File: src/rtl/micro_sequencer.sv
// Microprogram sequencer: registers the control-store address and computes the next one
// from the current microword's sequencing op, with a return stack, abort and IRQ vectoring.
module micro_sequencer #(
  parameter int unsigned ADDR_W      = 7,
  parameter int unsigned FAMILY_W    = 16,
  parameter int unsigned DISPATCH_SH = 3,
  parameter int unsigned N_COND      = 8,
  parameter int unsigned STACK_DEPTH = 2,
  parameter int unsigned FETCH_ADDR  = 104,
  parameter int unsigned UNDEF_ADDR  = 104,
  parameter int unsigned IRQ_ADDR    = 112,
  parameter int unsigned ABORT_ADDR  = 120,
  parameter int unsigned ERR_ADDR    = 127,
  localparam int unsigned CondSelW   = (N_COND > 1) ? $clog2(N_COND) : 1
) (
  input  logic                clk_i,
  input  logic                reset_i,
  input  logic [2:0]          seq_op_i,
  input  logic [ADDR_W-1:0]   j_field_i,
  input  logic [CondSelW-1:0] cond_sel_i,
  input  logic                cond_inv_i,
  input  logic [N_COND-1:0]   cond_vec_i,
  input  logic                evcond_i,
  input  logic [FAMILY_W-1:0] family_bits_i,
  input  logic                mem_ready_i,
  input  logic                stall_i,
  input  logic                abort_i,
  input  logic                irq_i,
  output logic [ADDR_W-1:0]   uaddr_o,
  output logic                at_fetch_o,
  output logic                irq_ack_o,
  output logic                ustack_err_o
);

  localparam int unsigned SpW = $clog2(STACK_DEPTH + 1);

  typedef enum logic [2:0] {
    OpNext, OpJump, OpCbr, OpDisp, OpCall, OpRet, OpWait, OpFetch
  } seq_op_e;

  logic [ADDR_W-1:0] uaddr_q, uaddr_d;
  logic [SpW-1:0]    sp_q, sp_d;
  logic [ADDR_W-1:0] stack_q [STACK_DEPTH];
  logic [ADDR_W-1:0] stack_d [STACK_DEPTH];
  logic              irq_ack_q, irq_ack_d;
  logic              err_q, err_d;

  logic [ADDR_W-1:0] inc;
  logic [ADDR_W-1:0] disp_addr;
  logic [ADDR_W-1:0] top;
  logic              cpass;

  always_comb begin
    inc   = uaddr_q + 1'b1;
    cpass = cond_vec_i[cond_sel_i] ^ cond_inv_i;

    // Scan from the top down so the lowest set family bit wins.
    disp_addr = ADDR_W'(UNDEF_ADDR);
    for (int i = FAMILY_W - 1; i >= 0; i--) begin
      if (family_bits_i[i]) disp_addr = ADDR_W'(i << DISPATCH_SH);
    end

    top = stack_q[0];
    for (int i = 0; i < STACK_DEPTH; i++) begin
      if (sp_q == SpW'(i + 1)) top = stack_q[i];
    end
  end

  always_comb begin
    uaddr_d   = uaddr_q;
    sp_d      = sp_q;
    stack_d   = stack_q;
    irq_ack_d = 1'b0;
    err_d     = err_q;

    if (stall_i) begin
      uaddr_d = uaddr_q;
    end else if (abort_i) begin
      uaddr_d = ADDR_W'(ABORT_ADDR);
      sp_d    = '0;
    end else begin
      case (seq_op_e'(seq_op_i))
        OpNext: uaddr_d = inc;
        OpJump: uaddr_d = j_field_i;
        OpCbr:  uaddr_d = cpass ? j_field_i : inc;
        OpDisp: uaddr_d = evcond_i ? disp_addr : ADDR_W'(FETCH_ADDR);
        OpCall: begin
          if (sp_q < SpW'(STACK_DEPTH)) begin
            for (int i = 0; i < STACK_DEPTH; i++) begin
              if (sp_q == SpW'(i)) stack_d[i] = inc;
            end
            sp_d    = sp_q + 1'b1;
            uaddr_d = j_field_i;
          end else begin
            err_d   = 1'b1;
            uaddr_d = ADDR_W'(ERR_ADDR);
          end
        end
        OpRet: begin
          if (sp_q != '0) begin
            uaddr_d = top;
            sp_d    = sp_q - 1'b1;
          end else begin
            err_d   = 1'b1;
            uaddr_d = ADDR_W'(ERR_ADDR);
          end
        end
        OpWait: uaddr_d = mem_ready_i ? inc : uaddr_q;
        OpFetch: begin
          if (irq_i) begin
            uaddr_d   = ADDR_W'(IRQ_ADDR);
            irq_ack_d = 1'b1;
          end else begin
            uaddr_d = ADDR_W'(FETCH_ADDR);
          end
        end
        default: uaddr_d = inc;
      endcase
    end
  end

  always_ff @(posedge clk_i or posedge reset_i) begin
    if (reset_i) begin
      uaddr_q   <= ADDR_W'(FETCH_ADDR);
      sp_q      <= '0;
      irq_ack_q <= 1'b0;
      err_q     <= 1'b0;
      for (int i = 0; i < STACK_DEPTH; i++) stack_q[i] <= '0;
    end else begin
      uaddr_q   <= uaddr_d;
      sp_q      <= sp_d;
      irq_ack_q <= irq_ack_d;
      err_q     <= err_d;
      stack_q   <= stack_d;
    end
  end

  assign uaddr_o      = uaddr_q;
  assign at_fetch_o   = (uaddr_q == ADDR_W'(FETCH_ADDR));
  assign irq_ack_o    = irq_ack_q;
  assign ustack_err_o = err_q;

endmodule

File: config.mk
export PLATFORM = sky130hd
export DESIGN_NAME = micro_sequencer
export DESIGN_NICKNAME = d
export VERILOG_FILES = /design/src/rtl/micro_sequencer.sv
export SDC_FILE = /design/constraint.sdc
export NUM_CORES = 1
export LEC_CHECK = 0
export ABC_AREA = 1
export CAP_MARGIN = 20
export CORE_ASPECT_RATIO = 1.75
export CORE_MARGIN = 4
export CORE_UTILIZATION = 43
export DETAILED_ROUTE_END_ITERATION = 12
export PLACE_DENSITY = 0.77
export SLEW_MARGIN = 20
export SYNTH_ARGS = -nofsm -noshare
export SYNTH_HDL_FRONTEND = slang
export SYNTH_SLANG_ARGS = --single-unit
File: constraint.sdc
create_clock -name clk_i -period 1.6 [get_ports clk_i]
set_input_delay 0.16 -clock clk_i [delete_from_list [all_inputs] [get_ports clk_i]]
set_output_delay 0.16 -clock clk_i [all_outputs]
set_load 0.01 [all_outputs]
==> results.py <==
metrics = {
    "status": {
        "status": "complete, but fails checks",
        "failed_checks": "setup timing",
    },
    "synthesis": {
        "synth_cells": 276,
        "synth_top_cells_by_count": "nand2_1 (64), inv_1 (41), nor2_1 (27)",
        "synth-async-reset-ratio_pct": 100,
        "ys_types": 36,
        "syn_area_sq_mm": 0.00189,
        "avgSynthCellArea_sq_um": 6.84,
        "synth_area_leaders": "dfrtp_1 (29%), nand2_1 (13%), inv_1 (8.2%)",
        "yosysWarnings": 0,
        "dominantRegCellSynth": "dfrtp_1",
        "yosysSeqAreaShare_pct": 33.4,
        "synth_edf_count": 0,
        "yosysMostFrequentCell": "nand2_1",
        "synth_top_area_cell": "dfrtp_1",
        "synth_nets": 327,
        "synth.top_cell.area_share_pct": 29.2,
        "synth_seq_cells": 25,
    },
    "critical_path": {
        "slowest_delay_ns": 0.57,
        "slowest_stage": "clkdlybuf4s50_1",
        "crit_fanout": 6,
        "arrival_ns": 1.84,
        "crit_required_ns": 1.82,
        "start_kind": "primary input",
        "worstSetupPathType": "in2reg",
        "crit_family": "buffers and inverters",
        "cp-end-kind": "flip-flop",
        "worstPathCellList": "clkdlybuf4s50_1 -> inv_2 -> nand2_1 -> nor2_2 -> nor3_1 -> inv_2 -> o21a_1 -> nand3_1 -> nand2_1 -> inv_1",
        "crit_buf_inv": 4,
    },
    "sta": {
        "layout_min_cycle_time_ns": 1.62,
        "hold_violations": 0,
        "fin_crit_sh_pct": 101,
        "worst_slack_ns": -0.0190,
        "clock_skew_ns": 0.00511,
        "slew_violations": 0,
        "fmax_ghz": 0.618,
        "report.final.setup_viol": 3,
        "rsz0062_at_grt": "yes",
        "worst_slew_pin_slew_ns": 0.437,
        "whs_ns": 0.241,
        "max_slew_margin_pct": 70.6,
    },
    "global_routing": {
        "grt_max_degree": 26,
        "grt_overflow_total": 0,
        "track_usage_pct": 22.1,
        "grt_pass1_vias": 2279,
        "antenna_found_initial": 0,
        "grt_first_pass_wirelength_um": 9500,
    },
    "cells_and_area": {
        "post-route-util_pct": 71.7,
        "area_growth_pct": 59.1,
        "diodes": 0,
        "layout-drive-gt1-share_pct": 27.7,
        "fin_nets": 428,
    },
    "detailed_routing": {
        "vias_per_cell": 5.35,
        "first_iter_violations": 94,
        "firstDrtPassIters": 4,
        "routedWlPerCell_um": 14.6,
        "wirelength_um": 6200,
        "vias": 2275,
        "drc_errors": 0,
        "ant_nets": 0,
    },
    "die": {
        "io_pins": 55,
        "fp.dieW_um": 58.1,
        "rows": 31,
        "initial_utilization_pct": 45.0,
        "core_area_sq_mm": 0.00419,
        "die_area_sq_mm": 0.00555,
        "die_height_um": 95.6,
    },
    "clocking": {
        "tritoncts": "yes",
        "cts.sinks": 25,
        "clk_latency_ns": 0.27,
        "clockBufferDepth": 2,
        "holdBufCountCts": 0,
        "clkTransAtPathRegs_ns": 0.09,
        "cts-htree-levels": 1,
        "clock-root-buffer": "clkbuf_8",
        "cts_buffers": 3,
    },
    "min_path": {
        "hold_class": "in2async",
    },
    "pwr": {
        "power_density_mw_per_mm2": 790,
        "vdd_drop_max_mv": 0.509,
        "leakage_nw": 1.48,
    },
    "placed_design": {
        "routabilityCongestion": 0.918,
        "port_buffers": 54,
        "hpwl_um": 4870,
    },
    "job": {
        "maxCapViolCount": 0,
    },
}
-- metrics by stage --
step / power, mW / area (sq um) / cells / TNS, ns / setup slack (ns)
floorplan: 1.39 / 1890 / 276 / 0 / 0.000302
global placement: 1.86 / 2790 / 418 / -4.61 / -0.293
detailed placement: 1.88 / 2790 / 418 / -5.31 / -0.310
CTS: 2.29 / 2860 / 422 / -0.0211 / -0.0211
global route: 2.54 / 3000 / 425 / -0.478 / -0.152
finish: 2.37 / 3000 / 425 / -0.0444 / -0.0190
-- report_power, final --
part           total, mW  internal (mW)  switching (mW)
logic               1.08          0.541           0.538
registers          0.922          0.811           0.110
clock network      0.372          0.174           0.198
-- path summary, 6_finish.rpt --
check,start,end,slack [ns],cells after the start
worst max-delay path,seq_op_i[0],uaddr_o[3],-0.02,10
worst min-delay path,reset_i,sp_q[0],0.24,3
worst max register to register,sp_q[1],uaddr_o[5],-0.02,10
worst min register to register,ustack_err_o,ustack_err_o,0.49,1
max in group asynchronous,reset_i,uaddr_o[6],1.06,3
min in group clk_i,seq_op_i[2],irq_ack_o,0.36,5
-- worst min-delay path, cell delays in order --
cell and delay (ns):
clkdlybuf4s50_1 0.39, inv_1 0.05, buf_4 0.31
-- logic make-up (layout without fill, tap and decap cells) --
logic type | Yosys count | count (layout) | share of synthesized area [%]
xor gates and xnor gates | 7 | 7 | 3.65
adders and majority gates | 6 | 6 | 3.98
buffers and inverters | 49 | 149 | 10.0
DFF | 25 | 25 | 33.4
and+or+nand+nor | 129 | 129 | 29.7
AOI/OAI and AO/OA | 58 | 58 | 18.1
muxes | 2 | 2 | 1.19
-- layout by cell type (no fill, tap or decap), types with 3 or more instances in the layout --
cell	count
nand2_1	58
clkdlybuf4s50_1	45
buf_4	44
inv_1	36
nor2_1	25
dfrtp_1	20
o21ai_0	14
nand3_1	14
a21oi_1	11
inv_2	10
nand2_2	10
o21ai_1	9
a21oi_2	6
dlymetal6s2s_1	5
o21bai_1	4
xor2_1	4
nand4_1	4
ha_1	4
nor2_4	3
nor2_2	3
nor3_1	3
clkbuf_8	3
dlygate4sd2_1	3
dfstp_2	3
-- final cells by class --
cell class,count,area [sq um]
Clock inverter,1,5.00
Inverter,46,173
Sequential cell,25,632
Fill cell,348,1190
Multi-Input combinational cell,202,1200
Clock buffer,3,41.3
Timing Repair Buffer,99,886
Tap cell,49,61.3
-- registers in the layout, indices dropped and copies added (netlist names) --
signal        cells
irq_ack_o         1
sp_q              2
stack_q          14
uaddr_o           7
ustack_err_o      1
-- routing by layer --
| layer | GRT usage, % | wire length (um) | vias up |
|---|---|---|---|
| met3 | 2.85 | 289 | 32 |
| li1 | - | - | 1095 |
| met4 | 13.9 | 380 | 0 |
| met1 | 20.6 | 2200 | 1049 |
| met2 | 43.4 | 3330 | 99 |
| met5 | 0 | 0 | - |
-- repair_timing --
item | CTS | global route
setup buffers | 0 | 4
resized for setup | 16 | 40
setup endpoints to repair | 10 | 23
pin swaps | 0 | 21
Power figures use the tool's default switching activity.
